### src/rtl/div_result_bcd_if.sv
// Handshake and result bundle between divider_8bit and the BCD converter.
// The master side feeds results in; the slave side returns packed BCD.
interface div_result_bcd_if #(
  parameter int WIDTH  = 8,
  parameter int DIGITS = 3
);
  logic                  strt;
  logic [WIDTH-1:0]      quotient;
  logic [WIDTH-1:0]      remainder;
  logic                  not_valid;
  logic [4*DIGITS-1:0]   q_bcd;
  logic [4*DIGITS-1:0]   r_bcd;
  logic                  err;
  logic                  done;
  logic                  idle;

  modport master (
    output strt, quotient, remainder, not_valid,
    input  q_bcd, r_bcd, err, done, idle
  );

  modport slave (
    input  strt, quotient, remainder, not_valid,
    output q_bcd, r_bcd, err, done, idle
  );
endinterface

### src/rtl/div_result_bcd.sv
// Sequential double-dabble converter for divider quotient and remainder.
// One bit per clock: quotient first, then remainder, then a DONE pulse.
module div_result_bcd #(
  parameter int WIDTH  = 8,
  parameter int DIGITS = 3
) (
  input  logic             clk,
  input  logic             rst,
  div_result_bcd_if.slave  bus
);

  localparam int BW = 4 * DIGITS;
  localparam int CW = $clog2(WIDTH + 1);

  typedef enum logic [1:0] {
    S_IDLE,
    S_CONV_Q,
    S_CONV_R,
    S_DONE
  } state_t;

  state_t          state_q, state_d;
  logic [CW-1:0]   cnt_q, cnt_d;
  logic [WIDTH-1:0] sh_q, sh_d;
  logic [WIDTH-1:0] rem_q, rem_d;
  logic [BW-1:0]   work_q, work_d;
  logic [BW-1:0]   qhold_q, qhold_d;
  logic [BW-1:0]   q_bcd_q, q_bcd_d;
  logic [BW-1:0]   r_bcd_q, r_bcd_d;
  logic            err_q, err_d;
  logic            done_q, done_d;
  logic            idle_q, idle_d;

  logic [BW-1:0]   adj;
  logic [BW-1:0]   work_step;
  logic [WIDTH-1:0] sh_step;
  logic            last;

  // Per-nibble +3 with no carry across digit boundaries.
  function automatic logic [BW-1:0] add3(input logic [BW-1:0] v);
    logic [BW-1:0] r;
    r = v;
    for (int i = 0; i < DIGITS; i++) begin
      if (r[4*i +: 4] >= 4'd5) begin
        r[4*i +: 4] = r[4*i +: 4] + 4'd3;
      end
    end
    return r;
  endfunction

  always_comb begin
    adj       = add3(work_q);
    work_step = {adj[BW-2:0], sh_q[WIDTH-1]};
    sh_step   = {sh_q[WIDTH-2:0], 1'b0};
    last      = (cnt_q == CW'(WIDTH - 1));
  end

  always_comb begin
    state_d = state_q;
    cnt_d   = cnt_q;
    sh_d    = sh_q;
    rem_d   = rem_q;
    work_d  = work_q;
    qhold_d = qhold_q;
    q_bcd_d = q_bcd_q;
    r_bcd_d = r_bcd_q;
    err_d   = err_q;
    unique case (state_q)
      S_IDLE: begin
        if (bus.strt) begin
          sh_d   = bus.quotient;
          rem_d  = bus.remainder;
          cnt_d  = '0;
          work_d = '0;
          if (bus.not_valid) begin
            q_bcd_d = '1;
            r_bcd_d = '1;
            err_d   = 1'b1;
            state_d = S_DONE;
          end else begin
            state_d = S_CONV_Q;
          end
        end
      end
      S_CONV_Q: begin
        work_d = work_step;
        sh_d   = sh_step;
        cnt_d  = cnt_q + CW'(1);
        if (last) begin
          qhold_d = work_step;
          work_d  = '0;
          sh_d    = rem_q;
          cnt_d   = '0;
          state_d = S_CONV_R;
        end
      end
      S_CONV_R: begin
        work_d = work_step;
        sh_d   = sh_step;
        cnt_d  = cnt_q + CW'(1);
        if (last) begin
          q_bcd_d = qhold_q;
          r_bcd_d = work_step;
          err_d   = 1'b0;
          work_d  = '0;
          cnt_d   = '0;
          state_d = S_DONE;
        end
      end
      S_DONE: begin
        state_d = S_IDLE;
      end
      default: begin
        state_d = S_IDLE;
      end
    endcase
    done_d = (state_d == S_DONE);
    idle_d = (state_d == S_IDLE);
  end

  always_ff @(posedge clk) begin
    if (!rst) begin
      state_q <= S_IDLE;
      cnt_q   <= '0;
      sh_q    <= '0;
      rem_q   <= '0;
      work_q  <= '0;
      qhold_q <= '0;
      q_bcd_q <= '0;
      r_bcd_q <= '0;
      err_q   <= 1'b0;
      done_q  <= 1'b0;
      idle_q  <= 1'b1;
    end else begin
      state_q <= state_d;
      cnt_q   <= cnt_d;
      sh_q    <= sh_d;
      rem_q   <= rem_d;
      work_q  <= work_d;
      qhold_q <= qhold_d;
      q_bcd_q <= q_bcd_d;
      r_bcd_q <= r_bcd_d;
      err_q   <= err_d;
      done_q  <= done_d;
      idle_q  <= idle_d;
    end
  end

  assign bus.q_bcd = q_bcd_q;
  assign bus.r_bcd = r_bcd_q;
  assign bus.err   = err_q;
  assign bus.done  = done_q;
  assign bus.idle  = idle_q;

endmodule

### src/flat_wrapper.sv
// flat-port wrapper written by rule: the top's interface ports become plain ports
module div_result_bcd_flat 
#(
  parameter int WIDTH  = 8,
  parameter int DIGITS = 3
)
  (clk, rst, bus_strt, bus_quotient, bus_remainder, bus_not_valid, bus_q_bcd, bus_r_bcd, bus_err, bus_done, bus_idle);
  div_result_bcd_if #(.WIDTH(WIDTH), .DIGITS(DIGITS)) bus_i ();
  input  logic clk;
  input  logic rst;
  input wire logic [$bits(bus_i.strt)-1:0] bus_strt;
  input wire logic [$bits(bus_i.quotient)-1:0] bus_quotient;
  input wire logic [$bits(bus_i.remainder)-1:0] bus_remainder;
  input wire logic [$bits(bus_i.not_valid)-1:0] bus_not_valid;
  output wire logic [$bits(bus_i.q_bcd)-1:0] bus_q_bcd;
  output wire logic [$bits(bus_i.r_bcd)-1:0] bus_r_bcd;
  output wire logic [$bits(bus_i.err)-1:0] bus_err;
  output wire logic [$bits(bus_i.done)-1:0] bus_done;
  output wire logic [$bits(bus_i.idle)-1:0] bus_idle;
  assign bus_i.strt = bus_strt;
  assign bus_i.quotient = bus_quotient;
  assign bus_i.remainder = bus_remainder;
  assign bus_i.not_valid = bus_not_valid;
  assign bus_q_bcd = bus_i.q_bcd;
  assign bus_r_bcd = bus_i.r_bcd;
  assign bus_err = bus_i.err;
  assign bus_done = bus_i.done;
  assign bus_idle = bus_i.idle;
  div_result_bcd #(.WIDTH(WIDTH), .DIGITS(DIGITS)) u_core (.clk(clk), .rst(rst), .bus(bus_i));
endmodule
### config.mk
export PLATFORM = sky130hd
export DESIGN_NAME = div_result_bcd_flat
export DESIGN_NICKNAME = d
export VERILOG_FILES = /design/src/rtl/div_result_bcd_if.sv /design/src/rtl/div_result_bcd.sv /design/src/flat_wrapper.sv
export SDC_FILE = /design/constraint.sdc
export NUM_CORES = 1
export LEC_CHECK = 0
export BUFFER_PORTS_ARGS = -buffer_cell sky130_fd_sc_hd__buf_2
export CORE_MARGIN = 3
export CORE_UTILIZATION = 43
export DETAILED_ROUTE_END_ITERATION = 6
export GPL_TIMING_DRIVEN = 1
export PLACE_DENSITY = 0.75
export SYNTH_ARGS = -nofsm -noshare
export SYNTH_HDL_FRONTEND = slang
export SYNTH_SLANG_ARGS = --single-unit
### constraint.sdc
create_clock -name clk -period 2.3 [get_ports clk]
set_clock_uncertainty 0.05 [all_clocks]
set_input_delay 0.23 -clock clk [delete_from_list [all_inputs] [get_ports clk]]
set_output_delay 0.23 -clock clk [all_outputs]
set_load 0.02 [all_outputs]
---- Word level (Yosys, flattened, before mapping) ----
Cells that the tools add are included.
word-level totals
  output and inout bits ................... 27
  bits of input ports ..................... 20
  register bits ........................... 73
  logic and storage cells ................. 64
cells by class
  add/sub/neg operators ................... 4
  order comparisons ....................... 3
  reduce and logical (&&, ||, !) cells .... 11
  equal/unequal tests ..................... 8
  muxes and demuxes ....................... 27
operators by type and width
  cell                                                               count
  two-way mux 12 bit                                                 6
  one-hot mux 12 bit (2 select lines)                                3
  one-hot mux 8 bit (3 select lines)                                 1
  two-way mux 4 bit                                                  4
  two-way mux 8 bit                                                  2
  greater-or-equal comparator 4 x 3 -> 1 bit, second input constant  3
  adder 4 x 2 -> 4 bit, second input constant                        2
  two-way mux 2 bit                                                  4
  one-hot mux 2 bit (4 select lines)                                 1
  one-hot mux 4 bit (2 select lines)                                 1
  AND reduction 2 bit                                                4
  == test 2 bit, second input constant                               3
  adder 4 x 1 -> 4 bit, second input constant                        1
  == test 4 x 3 -> 1 bit, second input constant                      1
  zero test 2 bit                                                    2
  != test 2 bit, second input constant                               2
  AND reduction 4 bit                                                1
  nonzero test 2 bit                                                 2
  adder 3 x 2 -> 3 bit, second input constant                        1
  two-way mux 1 bit                                                  3
  two-way mux 3 bit                                                  1
  nonzero test 3 bit                                                 1
  == test 2 x 1 -> 1 bit, second input constant                      1
  != test 2 x 1 -> 1 bit, second input constant                      1
  other kinds (2)                                                    2

---- Depth between registers and ports, before layout ----
  word-level depth ........................ 4
  gate-level depth with buffers ........... 8
  depth with buffers taken out ............ 6

---- Worst setup path after synthesis ----
No wires, ideal clock.
  path kind ............................... register -> register
  start ................................... reg u_core.state_q[0]
  end ..................................... reg u_core.q_bcd_q[10], in the netlist u_core.bus.q_bcd[10]
  cell stages (with the launch flop) ...... 9
  path buffers ............................ 2
  setup time .............................. 0.119 ns
  clock period less this slack ............ 1.746 ns
  data required time ...................... 2.131 ns
  slack ................................... 0.554 ns
  arrival time ............................ 1.578 ns
  cells stage by stage .................... dfxtp_1 inv_1 ha_1 buf_2 a21boi_4 nor2_1 nand2_1 buf_4 o221a_2
on the way
  longest elaborated chain between the ends .. 3
  elaborated cells on any way between the ends .. 8
  those cells by class .................... eq/ne (4); mux (1); reduce/logical (3)
ends and longest elaborated chain
  element                                                         RTL line               RTL
  from (decl)                                                     div_result_bcd.sv:22   state_t state_q, state_d;
  from (signal assigned)                                          div_result_bcd.sv:135  state_q <= state_d;
  == test 2 bit / zero test 2 bit (equally long branches)         div_result_bcd.sv:68   unique case (state_q)
  != test 2 x 1 -> 1 bit (no line), or another cell as far along  -
  AND reduction 4 bit (no line)                                   -
  to (signal assigned)                                            div_result_bcd.sv:141  q_bcd_q <= q_bcd_d;
  to (decl)                                                       div_result_bcd.sv:28   logic [BW-1:0] q_bcd_q, q_bcd_d;
Several ways; a longest one is shown, not always the timed one.
A chain may end at the register's enable or synchronous reset.

---- Worst setup path after layout ----
  start ................................... reg u_core.state_q[1]
  end ..................................... reg u_core.q_bcd_q[5], in the netlist u_core.bus.q_bcd[5]
The elaborated chain is that of the path after synthesis.

==> flow_summary_export.csv <==
group,metric,value,unit
run_status,outcome,"complete, no violations",
floorplan,boundaryPins,47,
timing,final-setup-viol-count,0,
synth,netlist_instances,335,
global_routing,grt_overflow_total,0,
drt,drt-vias-per-instance,5.46,
drt,route.antenna.remaining_nets,0,
clocking,cts.root.buffer_cell,"sky130_fd_sc_hd__clkbuf_8",
worst_setup_path,crit_path_max_incr_delay,0.44,ns
flow_run,maxCapViolCount,0,
timing,final_critical_path_setup_slack,0.323,ns
drt,route.detailed.wl_per_inst,14.8,um
floorplan,area_of_the_die,8340,um^2
worst_setup_path,worstSetupEndpointType,"flop",
synth,syn_area,3130,um^2
power_and_ir_drop,total_power_divided_by_cell_area,1400,nW/um^2
clocking,cts-buffers-inserted,9,
drt,drc,0,
global_routing,grt_first_pass_wirelength,11700,um
synth,post_synth_num_cell_types,41,
timing,finalHoldWorstSlack,0.0792,ns
drt,dr_total_vias,2606,
synth,synth.most_common_cell,"sky130_fd_sc_hd__dfxtp_1",
synth,ys_ff_latch,73,
power_and_ir_drop,combPwrFrac,0.418,
timing,report.final.hold_viol_count,0,
global_routing,first_global_vias,2503,
clocking,post-cts-setup-buffers,0,
power_and_ir_drop,totalPowerFinal,5.06,mW
clocking,hold_buffers,0,
clocking,clk_pin_slew,0.08,ns
placement,placement.setup.worst_slack,0.334,ns
synth,synthesis.nets,367,
clocking,post_cts_resize_count,0,
synth,post-synth-top-area-cell,"sky130_fd_sc_hd__dfxtp_1",
layout,fill_cell_instance_count_of_the_final_layout,676,
synth,synth.top_cells.by_count,"73 x sky130_fd_sc_hd__dfxtp_1, 38 x sky130_fd_sc_hd__o21ai_0, 25 x sky130_fd_sc_hd__a21oi_1, 25 x sky130_fd_sc_hd__nand2_1",
synth,asyncSetResetFlopFracSynth,0,
timing,min_period_over_period,0.860,
layout,fraction_of_final_layout_cells_with_drive_strength_greater_than_1,0.262,
drt,drt_wl_total,7070,um
power_and_ir_drop,power.share.clock,0.211,
synth,synth.area.top_cells,"sky130_fd_sc_hd__dfxtp_1 47%, sky130_fd_sc_hd__o221a_2 6.1%, sky130_fd_sc_hd__o21ai_0 6.1%, sky130_fd_sc_hd__ha_1 4.8%, sky130_fd_sc_hd__a21oi_1 4.0%",
global_routing,groute.usage.overall,0.176,
floorplan,initial_utilization,0.453,
synth,synth_edf_count,0,
worst_setup_path,critical_path.top_delay_family,"compound AO/OA/AOI/OAI gates",
min_path,worst_hold_path_type,"input port to flop",
synth,synthDominantCellAreaShare,0.467,
synth,synthFlopType,"sky130_fd_sc_hd__dfxtp_1",
floorplan,num_rows,30,
worst_setup_path,timing_worst_setup_path_type,"flop to flop",
drt,drt_pre_antenna_iters,4,
placement,hpwlAfterDp,4990,um
power_and_ir_drop,irDropWorstVdd,0.438,mV
floorplan,die_height,91.3,um
synth,synthesis.area_per_instance,9.34,um^2
clocking,clock_latency_late_sink,0.34,ns
timing,timing.setup.tns,0,ns
clocking,worst_case_clock_buffer_depth,2,
power_and_ir_drop,p_leak,1.44,nW
worst_setup_path,number_of_logic_stages_on_the_critical_path_including_buffering,6,
layout,n_antenna_cell,0,
timing,relSlewSlack,0.471,
layout,finalNetCount,409,
worst_setup_path,timing.critical_path.slowest_stage_cell,"sky130_fd_sc_hd__dfxtp_1",
timing,slew_viol_final,0,
layout,layout-area-overhead-vs-synth,15.9,%
min_path,min_path_cells,3,
synth,yosysSeqAreaShare,0.467,
timing,timing.final.crit_period,1.98,ns
timing,worst-slew-pin-transition,0.792,ns
global_routing,grt_antenna_before_repair,0,
timing,maxClockFrequency,0.506,GHz
worst_setup_path,worstPathArrival,2.17,ns
timing,unrepaired_setup_endpoints_after_global_routing,"false",
synth,synth.yosys.warnings,0,
worst_setup_path,timing.critical_path.buf_inv,1,
drt,dr.first_iter.drc_count,210,
power_and_ir_drop,net_sw_power,1.99,mW
worst_setup_path,worstPathRequired,2.49,ns
power_and_ir_drop,seqPwrFrac,0.371,
floorplan,core_area,6910,um^2
floorplan,chipWidth,91.3,um
power_and_ir_drop,netSwitchingFraction,0.394,
power_and_ir_drop,internal-power,3.07,mW
placement,buffer_ports.inserted,46,
clocking,cts.htree.levels,3,
worst_setup_path,setup.worst_path.start_class,"flop",
clocking,tritoncts,"built",
placement,globalplace.congestion,0.803,
global_routing,largest_net_degree_at_the_start_of_global_routing,34,
worst_setup_path,worst-path-max-fanout,16,
worst_setup_path,timing.critical_path.cells,"inv_1 > ha_1 > a21boi_4 > nor2_1 > nand2_1 > o221a_2",
worst_setup_path,reg2reg_depth,6,
clocking,cts.sink_count,73,
final cells by class:
class	instances	area [um^2]	share of cell area
multi-input combinational	230	1520	0.418
sequential	73	1460	0.403
timing repair buffer	53	283	0.0780
clock buffer	10	128	0.0352
tap	96	120	0.0331
clock inverter	5	81.3	0.0224
inverter	10	37.5	0.0104
flip-flops by register name, summed over array words and instances (netlist names), 2 cells and up:
name              cells
u_core.qhold_q       12
u_core.bus.q_bcd     12
u_core.state_q        2
u_core.bus.r_bcd     12
u_core.sh_q           8
u_core.cnt_q          4
u_core.rem_q          8
u_core.work_q        12
cells by family (layout without fill, tap and decap cells):
group / after synthesis / in the layout / share of synthesized area
AO/OA/AOI/OAI: 114 / 114 / 0.248
XOR/XNOR: 4 / 4 / 0.0112
adder cells (fa/ha/maj): 12 / 12 / 0.0480
buffers and inverters: 32 / 78 / 0.0488
flip-flops: 73 / 73 / 0.467
multiplexers: 5 / 5 / 0.0184
AND/OR/NAND/NOR: 95 / 95 / 0.158
cells in the final DEF, fill, tap and decap left out, types with 4 or more instances in the layout:
| cell type | Yosys | final |
|---|---|---|
| sky130_fd_sc_hd__nand2_1 | 25 | 25 |
| sky130_fd_sc_hd__o211ai_1 | 6 | 6 |
| sky130_fd_sc_hd__dfxtp_1 | 73 | 73 |
| sky130_fd_sc_hd__o21ai_0 | 38 | 38 |
| sky130_fd_sc_hd__clkbuf_8 | 0 | 9 |
| sky130_fd_sc_hd__a22oi_1 | 5 | 5 |
| sky130_fd_sc_hd__nor2b_1 | 9 | 9 |
| sky130_fd_sc_hd__nand2b_1 | 8 | 8 |
| sky130_fd_sc_hd__nand3_1 | 16 | 16 |
| sky130_fd_sc_hd__buf_4 | 1 | 7 |
| sky130_fd_sc_hd__nor2_1 | 17 | 17 |
| sky130_fd_sc_hd__a21oi_1 | 25 | 25 |
| sky130_fd_sc_hd__a31oi_1 | 16 | 16 |
| sky130_fd_sc_hd__and2_1 | 4 | 4 |
| sky130_fd_sc_hd__ha_1 | 12 | 12 |
| sky130_fd_sc_hd__inv_1 | 10 | 10 |
| sky130_fd_sc_hd__buf_2 | 10 | 46 |
| sky130_fd_sc_hd__o221a_2 | 17 | 17 |
power by group through the flow:
stage	clock, mW	sequential [mW]	combinational [mW]
after detailed placement	0	1.90	2.10
after CTS	1.08	1.88	2.12
after global routing	1.14	1.93	2.33
after floorplan	0	2.16	1.31
after global placement	0	1.89	2.05
final	1.07	1.88	2.12
stage by stage:
stage / util / instances / area [um^2]
global route: 0.525 / 477 / 3630
finish: 0.525 / 477 / 3630
floorplan: - / 335 / 3130
detailed placement: 0.495 / 462 / 3420
CTS: 0.525 / 477 / 3630
global placement: 0.495 / 462 / 3420
worst register-to-register path: stages, from the launching register on:
cell and delay, ns:
sky130_fd_sc_hd__dfxtp_1 0.44, sky130_fd_sc_hd__inv_1 0.10, sky130_fd_sc_hd__ha_1 0.27, sky130_fd_sc_hd__a21boi_4 0.19, sky130_fd_sc_hd__nor2_1 0.13, sky130_fd_sc_hd__nand2_1 0.32, sky130_fd_sc_hd__o221a_2 0.37
worst paths after layout:
path | from | end | slack (ns)
max | u_core.state_q[1] | u_core.bus.q_bcd[5] | 0.32
min | bus_remainder[7] | u_core.rem_q[7] | 0.08
max reg2reg | u_core.state_q[1] | u_core.bus.q_bcd[5] | 0.32
min reg2reg | u_core.rem_q[0] | u_core.rem_q[0] | 0.42
routing by layer:
layer	GRT usage	routed length [um]	up-vias
li1	-	-	1293
met1	0.227	3290	1250
met2	0.282	3370	54
met3	0.0414	301	9
met4	0.0729	108	0
met5	0	0	-
Note: power is estimated with default switching activity, not from simulation.
